## config.mk

```make
export PLATFORM = sky130hd
export DESIGN_NAME = pc_fetch_sequencer
export DESIGN_NICKNAME = d
export VERILOG_FILES = /design/src/rtl/pc_fetch_sequencer.sv
export SDC_FILE = /design/constraint.sdc
export NUM_CORES = 1
export LEC_CHECK = 0
export ABC_CLOCK_PERIOD_IN_PS = 2300
export CAP_MARGIN = 25
export CORE_MARGIN = 3
export CORE_UTILIZATION = 40
export DETAILED_ROUTE_END_ITERATION = 12
export PLACE_DENSITY_LB_ADDON = 0.15
export SYNTH_ARGS = -nofsm -noshare
export SYNTH_HDL_FRONTEND = slang
export SYNTH_SLANG_ARGS = --single-unit
```

## constraint.sdc

```tcl
create_clock -name clk -period 2.3 [get_ports clk]
set_input_delay 0.46 -clock clk [delete_from_list [all_inputs] [get_ports clk]]
set_output_delay 0.46 -clock clk [all_outputs]
set_load 0.005 [all_outputs]
```

## src/rtl/pc_fetch_sequencer.sv

```systemverilog
// Fetch/issue/resolve controller driving the PC load strobe once per instruction.
// Optional FETCH_PERF_CNT_EN adds retire and stall performance counters.
module pc_fetch_sequencer #(
    parameter int TIMEOUT_CYC = 15,
    parameter int CNT_W       = 8
) (
    input  logic        clk,
    input  logic        areset,
    input  logic        run,
    output logic        imem_req,
    input  logic        imem_ack,
    input  logic [31:0] imem_rdata,
    output logic [31:0] instr,
    output logic        instr_valid,
    input  logic        instr_ready,
    input  logic        br_valid,
    input  logic        br_taken,
    output logic        pc_load,
    output logic        pc_src,
    output logic        busy,
    output logic        fault,
    input  logic        fault_clr
`ifdef FETCH_PERF_CNT_EN
    ,
    output logic [31:0] retire_cnt,
    output logic [31:0] stall_cnt
`endif
);

    typedef enum logic [2:0] {
        S_IDLE,
        S_FETCH,
        S_ISSUE,
        S_RESOLVE,
        S_FAULT
    } state_t;

    localparam logic [CNT_W-1:0] TIMEOUT_LAST = CNT_W'(TIMEOUT_CYC - 1);

    state_t           state_reg, state_next;
    logic [CNT_W-1:0] cnt_reg, cnt_next;
    logic [31:0]      instr_reg;
    logic             fetch_done;

    always_ff @(posedge clk or negedge areset) begin
        if (!areset) begin
            state_reg <= S_IDLE;
            cnt_reg   <= '0;
            instr_reg <= '0;
        end else begin
            state_reg <= state_next;
            cnt_reg   <= cnt_next;
            if (fetch_done)
                instr_reg <= imem_rdata;
        end
    end

    // Ack takes priority over the timeout check in the same cycle.
    always_comb begin
        state_next = state_reg;
        cnt_next   = '0;
        fetch_done = 1'b0;
        case (state_reg)
            S_IDLE: begin
                if (run)
                    state_next = S_FETCH;
            end
            S_FETCH: begin
                if (imem_ack) begin
                    fetch_done = 1'b1;
                    state_next = S_ISSUE;
                end else if (cnt_reg == TIMEOUT_LAST) begin
                    state_next = S_FAULT;
                end else begin
                    cnt_next = cnt_reg + 1'b1;
                end
            end
            S_ISSUE: begin
                if (instr_ready)
                    state_next = S_RESOLVE;
            end
            S_RESOLVE: begin
                if (br_valid)
                    state_next = run ? S_FETCH : S_IDLE;
            end
            S_FAULT: begin
                if (fault_clr)
                    state_next = S_IDLE;
            end
            default: state_next = S_IDLE;
        endcase
    end

    always_comb begin
        imem_req    = (state_reg == S_FETCH);
        instr_valid = (state_reg == S_ISSUE);
        pc_load     = (state_reg == S_RESOLVE) && br_valid;
        pc_src      = pc_load && br_taken;
        busy        = (state_reg != S_IDLE);
        fault       = (state_reg == S_FAULT);
        instr       = instr_reg;
    end

`ifdef FETCH_PERF_CNT_EN
    logic [31:0] retire_reg, stall_reg;
    logic        stall_now;

    assign stall_now = ((state_reg == S_FETCH) && !imem_ack) ||
                       ((state_reg == S_ISSUE) && !instr_ready);

    always_ff @(posedge clk or negedge areset) begin
        if (!areset) begin
            retire_reg <= '0;
            stall_reg  <= '0;
        end else begin
            if (pc_load)
                retire_reg <= retire_reg + 32'd1;
            if (stall_now)
                stall_reg <= stall_reg + 32'd1;
        end
    end

    assign retire_cnt = retire_reg;
    assign stall_cnt  = stall_reg;
`endif

endmodule

```

==> flow_metrics.tcl, run 1 <==
set metrics [dict create \
    hpwlAfterDp_mm 3.330 \
    leakagePower_uw 0.001265 \
    wl_per_cell_um 15.79 \
    regArea_mm2 0.001079 \
    grt.overflow.total 0 \
    syn2layout_area_growth_pct 47.80 \
    syn-cell-area_mm2 0.001989 \
    drtAntennaViolNets 0 \
    max_cap_violations 0 \
    htreeDepth 2 \
    largest_register_ffs 32 \
    clock_path_buffers 2 \
    p_per_area_mw_per_mm2 1203 \
    yosysUniqueCellTypes 32 \
    first_iter_violations 70 \
    clk_latency_ns 0.29 \
    vias 1383 \
    finalHoldViolCount 0 \
    path_class "reg2out" \
    grt_pass1_vias 1472 \
    die_area_mm2 0.005856 \
    cts.clk_slew.worst_paths_ns 0.08 \
    drive_gt1_share_pct 24.09 \
    core-area_mm2 0.004755 \
    fin_crit_sh_pct 95.96 \
    vias_per_cell 4.819 \
    status "finished, final reports clean" \
    port_buffers 77 \
    synth_top_cell_by_area "dfrtp_1" \
    synthTopCellsByArea "dfrtp_1 (54%), mux2_4 (22%), buf_12 (3.0%)" \
    setup_tns_ns 0 \
    r2r_slack_ns 0.47 \
    avgSynthCellArea_um2 14.85 \
    rr_worst_depth 7 \
    rsz0062_at_grt "no" \
    start_kind "flop" \
    required_ns 1.84 \
    grt_antenna_before_repair 0 \
    dpl-instance-area_mm2 0.002790 \
    setup_viol 0 \
    antenna_cells 0 \
    async_flop_share_pct 100.0 \
    period_minus_slack_ns 2.207 \
    track_usage_pct 15.86 \
    layout_common_cells "clkdlybuf4s50_1 (76), dfrtp_1 (41), mux2_4 (29)" \
    ir_worst_vdd_v 0.0004752 \
    crit_fanout 5 \
    synth_seq_cells 43 \
    tightest_slew_ns 0.4798 \
    fmax_ghz 0.4531 \
    yosysWarnings 0 \
    io_pins 78 \
    synth.net_count 176 \
    cts-root-buf "clkbuf_8" \
    routabilityCongestion 0.7699 \
    slew_violations 0 \
    fillers 381 \
    fp.dieW_um 76.53 \
    cts_sinks 43 \
    fin_area_mm2 0.002940 \
    placementRows 25 \
    die_h_um 76.53 \
    hold_buffers 0 \
    synth-edff-count 0 \
    grt_start_max_net_pins 28 \
    ys.flop_type "dfrtp_1" \
    first_pass_iters 5 \
    r2r-start "cnt_reg[0]" \
    fin_nets 262 \
    hp-class "in2async" \
    utilization_pct 61.84 \
    yosysTopAreaCellShare_pct 54.09 \
    initial_utilization_pct 41.84 \
    finClkSkew_ns 0.007405 \
    routed_wl_mm 4.532 \
    cts_buffers 5 \
    arrival_ns 1.75 \
    seq_area_frac_synth_pct 54.09 \
    final_common_cell "clkdlybuf4s50_1" \
    slew-limit-headroom_pct 67.66 \
    drc_errors 0 \
    r2r-end "state_reg[0]" \
    end_kind "output port" \
    syn_inst 134 \
    grt_pass1_wl_mm 7.403 \
    multiInputGateArea_um2 828.3 \
    tritoncts "yes" \
]
layer usage:
layer	track usage [%]	part of all wire, %	vias to the layer above
li1	-	-	637
met1	19.73	43	682
met2	26.19	49	56
met3	5.201	6.3	8
met4	4.891	1.5	0
met5	0	0	-
power breakdown:
part	internal (uW)	switching, uW
sequential	1080	213
clock	318	242
combinational	1180	502
total	2580	957
worst max-delay path, stage by stage (launching register included):
cell and delay [ns]:
dfrtp_2 0.46, buf_4 0.16, or3_1 0.37, clkdlybuf4s50_1 0.46
through the flow:
step                power [uW]  setup slack (ns)  hold WS, ns  std cells
floorplan                 2110            0.7661       0.1644        134
global placement          2875            0.1336       0.3689        275
detailed placement        2928            0.1164       0.3848        275
CTS                       3521           0.02408      0.05704        282
global route              3741           0.01170      0.06049        287
finish                    3537           0.09301      0.05931        287
area by class of cell:
| cell class | instances | area share (%) |
|---|---|---|
| tap | 67 | 2.851 |
| clock inverter | 1 | 1.021 |
| timing repair buffer | 86 | 28.68 |
| clock buffer | 6 | 2.468 |
| multi-input combinational | 83 | 28.17 |
| sequential | 43 | 36.68 |
| inverter | 1 | 0.1277 |
how the worst max path moves through the flow:
stage / startpoint / endpoint / slack, ns / depth (start not counted)
finish: state_reg[2] / busy / 0.09 / 3
global route: state_reg[2] / pc_src / 0.01 / 4
detailed placement: br_valid / pc_src / 0.12 / 4
global placement: br_valid / pc_src / 0.13 / 4
CTS: state_reg[2] / pc_src / 0.02 / 4
floorplan: state_reg[2] / instr[0] / 0.77 / 6
cells in the mapped netlist, types with 2 or more instances:
cell type,instances
mux2_4,29
and2_1,3
mux2_1,3
a21oi_1,2
nor2_1,10
buf_2,2
nand4_1,3
xor2_1,5
nand2_1,4
and3_1,3
dfrtp_1,43
ha_1,2
buf_6,2
nor2b_1,3
buf_12,3
what timing repair did:
action                                  in CTS  in global routing
setup buffers                                0                  4
resized for setup                            3                  2
hold endpoints to repair                     0                  0
pin swaps                                    0                  0
endpoints found under the setup margin       3                  2
logic make-up (layout without fill, tap and decap cells):
family          Yosys count  after routing  synth area share, %
flops                    43             43                54.09
simple gates             35             35                10.32
mux                      33             33                24.09
buf+inv                   8             94                4.843
compound gates            7              7                2.768
xor+xnor                  6              6                2.641
fa+ha+maj                 2              2                1.258
Note: power is estimated with default switching activity, not from simulation.
==> run 2, diff against run 1 <==
--- a/config.mk
+++ b/config.mk
@@ -7,7 +7,6 @@
 export LEC_CHECK = 0
 export ABC_CLOCK_PERIOD_IN_PS = 2300
 export CAP_MARGIN = 25
-export CORE_MARGIN = 3
 export CORE_UTILIZATION = 40
 export DETAILED_ROUTE_END_ITERATION = 12
 export PLACE_DENSITY_LB_ADDON = 0.15
==> run 2 against run 1 <==
Against the previous run:
- power shrank 3.2%
- non-clock buffer count shrank 1
- maximum frequency grew 0.40%
- flip-flop and latch count is the same
- final area shrank 0.77%
- critical path type is now in2out
==> flow_metrics.tcl, run 2 (synthesized netlist as in run 1, its figures left out) <==
set metrics [dict create \
    largest_register_ffs 32 \
    antenna_cells 0 \
    critical_path.cell_chain "clkdlybuf4s50_1 > and3_1 > and2_1 > clkdlybuf4s50_1" \
    r2r-start "cnt_reg[0]" \
    cp_top_family "buffers and inverters" \
    port_buffers 77 \
    fmax_ghz 0.4549 \
    status "finished, final reports clean" \
    rsz0062_at_grt "no" \
    path_class "in2out" \
    io_pins 78 \
    slew_violations 0 \
    clk_latency_ns 0.29 \
    p_per_area_mw_per_mm2 1173 \
    period_minus_slack_ns 2.198 \
    layout_common_cells "clkdlybuf4s50_1 (76), dfrtp_1 (41), mux2_4 (29)" \
    routabilityCongestion 0.8084 \
    drtAntennaViolNets 0 \
    cts_sinks 43 \
    core-area_mm2 0.004755 \
    timing.hold.ws_ns 0.07946 \
    start_kind "input pin" \
    htreeDepth 2 \
    initial_utilization_pct 41.84 \
    path_common_cell "clkdlybuf4s50_1" \
    first_iter_violations 59 \
    fillers 387 \
    syn2layout_area_growth_pct 46.67 \
    required_ns 1.84 \
    tritoncts "yes" \
    grt_start_max_net_pins 27 \
    drive_gt1_share_pct 23.74 \
    vias 1358 \
    cts-root-buf "clkbuf_8" \
    crit_fanout 2 \
    clock_path_buffers 2 \
    vias_per_cell 4.748 \
    cts.clk_slew.worst_paths_ns 0.08 \
    ir_worst_vdd_v 0.0007204 \
    setup_tns_ns 0 \
    hp-class "in2async" \
    worst_path_largest_cell_delay_ns 0.50 \
    cpMaxStageDelayCell "clkdlybuf4s50_1" \
    cts_buffers 5 \
    arrival_ns 1.74 \
    tightest_slew_ns 0.6468 \
    drc_errors 0 \
    routed_wl_mm 4.184 \
    max_cap_violations 0 \
    grt_pass1_vias 1424 \
    die_h_um 72.53 \
    path_depth 4 \
    wl_per_cell_um 14.63 \
    grt_antenna_before_repair 0 \
    grt.overflow.total 0 \
    track_usage_pct 16.62 \
    layoutNonFillerInstCount 286 \
    path_buf_inv 2 \
    fin_crit_sh_pct 95.58 \
    fin_nets 261 \
    rr_worst_depth 7 \
    final_common_cell "clkdlybuf4s50_1" \
    slew-limit-headroom_pct 56.41 \
    grt_pass1_wl_mm 6.658 \
    die_area_mm2 0.005260 \
    placementRows 25 \
    hpwlAfterDp_mm 3.025 \
    finalHoldViolCount 0 \
    leakagePower_uw 0.001257 \
    fp.dieW_um 72.53 \
    dp_cells 275 \
    r2r-end "state_reg[0]" \
    r2r_slack_ns 0.39 \
    setup_viol 0 \
    finClkSkew_ns 0.009108 \
    first_pass_iters 2 \
    end_kind "output port" \
]
-- run 2: cell types whose count changed in the layout (fill, tap and decap cells not counted) --
cell       delta
nor2b_2       -1
clkinv_2      +1
clkbuf_8      +1
bufinv_16     -1
buf_2         -1
clkbuf_1      -1
nor2b_1       +1
-- run 2: what timing repair did --
| action | in CTS | in global routing |
|---|---|---|
| buffers inserted | 0 | 3 |
| cloned | 0 | 0 |
| endpoints found under the setup margin | 3 | 2 |
| resized for setup | 3 | 1 |
| hold buffers | 0 | 0 |
-- run 2: per-layer routing --
layer | track usage (%) | wire length [um] | vias to the layer above
met2 | 27.31 | 2041 | 50
met1 | 20.63 | 1806 | 667
li1 | - | - | 635
met4 | 6.100 | 52 | 0
met3 | 5.139 | 284 | 6
met5 | 0 | 0 | -
-- run 2: layout make-up --
cell class	instances	area (um^2)	share of cell area (%)
inverter	1	3.754	0.1286
sequential	43	1079	36.96
timing repair buffer	85	838.3	28.73
multi-input combinational	83	825.8	28.30
tap	67	83.83	2.873
clock buffer	6	82.58	2.830
clock inverter	1	5.005	0.1715
-- run 2: report_power, final --
part	internal [uW]	switching, uW
clock network	235	238
registers	1080	198
logic	1180	496
-- run 2: how the worst max path moves through the flow --
stage / slack, ns / end / from
global placement: 0.14 / pc_src / br_valid
detailed placement: 0.11 / pc_src / br_valid
floorplan: 0.77 / instr[0] / state_reg[2]
global route: 0.02 / pc_src / state_reg[2]
finish: 0.10 / pc_src / br_valid
CTS: 0.02 / pc_src / state_reg[2]
-- run 2: through the flow --
step / total power (uW) / cell area (um^2) / util, % / worst slack (ns)
after CTS: 3425 / 2887 / 60.71 / 0.02176
after global placement: 2862 / 2790 / 58.68 / 0.1374
after global routing: 3623 / 2918 / 61.37 / 0.01588
final: 3423 / 2918 / 61.37 / 0.1017
after detailed placement: 2906 / 2790 / 58.68 / 0.1104
after floorplan: 2110 / 1989 / - / 0.7661
==> run 3, diff against run 2 <==
--- a/config.mk
+++ b/config.mk
@@ -10,6 +10,7 @@
 export CORE_UTILIZATION = 40
 export DETAILED_ROUTE_END_ITERATION = 12
 export PLACE_DENSITY_LB_ADDON = 0.15
+export SLEW_MARGIN = 20
 export SYNTH_ARGS = -nofsm -noshare
 export SYNTH_HDL_FRONTEND = slang
 export SYNTH_SLANG_ARGS = --single-unit
==> run 3 against run 2 <==
Against the previous run:
- first-iteration DRC count is 5.1% higher
- sequential share of layout area hardly changed
- core utilization up 0.079 points
- register-to-register slack better by 0.06 ns
- final area increased by 0.13%
- die area is the same
- routed wire length hardly changed
- sequential power about the same
==> flow_metrics.tcl, run 3 (synthesized netlist as in run 1, its figures left out) <==
set metrics [dict create \
    path_class "in2out" \
    cts-root-buf "clkbuf_8" \
    placementRows 25 \
    dp_cells 275 \
    drtAntennaViolNets 0 \
    cpMaxStageDelayCell "clkdlybuf4s50_1" \
    grt_pass1_wl_mm 6.658 \
    clock_path_buffers 2 \
    leakagePower_uw 0.001254 \
    critical_path.cell_chain "clkdlybuf4s50_1 > and3_1 > and2_1 > clkdlybuf4s50_1" \
    dpl-instance-area_mm2 0.002790 \
    place_ws_ns 0.1104 \
    fin_crit_sh_pct 95.68 \
    p_per_area_mw_per_mm2 1172 \
    track_usage_pct 16.62 \
    start_kind "input pin" \
    multiInputGateArea_um2 837.1 \
    cts.clk_slew.worst_paths_ns 0.08 \
    period_minus_slack_ns 2.201 \
    max_cap_violations 0 \
    finalHoldViolCount 0 \
    layoutNonFillerInstCount 285 \
    antenna_cells 0 \
    initial_utilization_pct 41.84 \
    power.switching_uw 934.1 \
    hpwlAfterDp_mm 3.025 \
    syn2layout_area_growth_pct 46.86 \
    fillers 384 \
    clk_latency_ns 0.29 \
    ir_worst_vdd_v 0.0007198 \
    routed_wl_mm 4.183 \
    setup_tns_ns 0 \
    vias_per_cell 4.775 \
    layout_common_cells "clkdlybuf4s50_1 (76), dfrtp_1 (41), mux2_4 (29)" \
    cp_top_family "buffers and inverters" \
    rsz0062_at_grt "no" \
    fin_ws_ns 0.09934 \
    cts_sinks 43 \
    die_area_mm2 0.005260 \
    fmax_ghz 0.4544 \
    wl_per_cell_um 14.68 \
    routabilityCongestion 0.8084 \
    core-area_mm2 0.004755 \
    finClkSkew_ns 0.008252 \
    htreeDepth 2 \
    crit_fanout 2 \
    regArea_mm2 0.001079 \
    first_pass_iters 4 \
    first_iter_violations 62 \
    io_pins 78 \
    grt_antenna_before_repair 0 \
    slew-limit-headroom_pct 52.76 \
    largest_register_ffs 32 \
    path_common_cell "clkdlybuf4s50_1" \
    combPwrFrac_pct 48.8 \
    status "finished, final reports clean" \
    swShare_pct 27.28 \
    arrival_ns 1.74 \
    slew_violations 0 \
    path_buf_inv 2 \
    end_kind "output port" \
    final_common_cell "clkdlybuf4s50_1" \
    setup_viol 0 \
    drive_gt1_share_pct 23.39 \
    port_buffers 77 \
    cts_buffers 5 \
    drc_errors 0 \
    grt_pass1_vias 1424 \
    hp-class "in2async" \
    required_ns 1.84 \
    tritoncts "yes" \
    grt.overflow.total 0 \
    fp.dieW_um 72.53 \
    die_h_um 72.53 \
    power.share.clock_pct 13.9 \
    tightest_slew_ns 0.7062 \
    fin_area_mm2 0.002922 \
    worst_path_largest_cell_delay_ns 0.50 \
    fin_nets 260 \
    vias 1361 \
    pwr-share-seq_pct 37.3 \
    grt_start_max_net_pins 27 \
    internal_power_uw 2490 \
]
-- run 3: changes by cell type in the layout (fill, tap and decap cells not counted) --
cell and change:
o41ai_2 -1, buf_4 -1, o41ai_4 +1
-- run 3: path summary, 6_finish.rpt --
kind / startpoint / depth (start not counted) / end / slack (ns)
min in group clk: instr[14] / 1 / instr[14] / 0.49
min: areset / 1 / instr[12] / 0.08
max reg2reg: cnt_reg[0] / 6 / state_reg[0] / 0.45
min reg2reg: instr[14] / 1 / instr[14] / 0.49
max: br_valid / 4 / pc_src / 0.1
max in group asynchronous: areset / 2 / state_reg[2] / 1.69
-- run 3: timing repair --
| item | 4_1_cts | 5_1_grt |
|---|---|---|
| gates resized for setup | 3 | 1 |
| setup buffers | 0 | 3 |
| endpoints found under the setup margin | 3 | 2 |
| hold buffers | 0 | 0 |
| pin swaps | 0 | 0 |
| cloned | 0 | 0 |
-- run 3: layer usage --
metal	share of wire (%)	global-route usage, %
met4	1.1	6.100
met5	0	0
met3	6.5	5.139
met2	49	27.31
met1	44	20.63
-- run 3: area by class of cell --
class                           count  area share, %
Inverter                            1         0.1285
Clock buffer                        6          2.827
Tap cell                           67          2.869
Timing Repair Buffer               84          28.44
Clock inverter                      1         0.1713
Multi-Input combinational cell     83          28.65
Sequential cell                    43          36.92
-- run 3: per-stage QoR --
stage / utilization (%) / hold slack (ns) / power [uW]
CTS: 60.71 / 0.08418 / 3425
finish: 61.45 / 0.07759 / 3424
global route: 61.45 / 0.1049 / 3622
global placement: 58.68 / 0.3949 / 2862
floorplan: - / 0.1644 / 2110
detailed placement: 58.68 / 0.4068 / 2906
-- run 3: power by group through the flow --
stage	logic (uW)	clock network [uW]	registers, uW
3_5_place_dp	1610	0	1300
5_1_grt	1780	520	1320
3_3_place_gp	1580	0	1280
6_report	1670	475	1280
4_1_cts	1630	497	1290
2_1_floorplan	828	0	1280
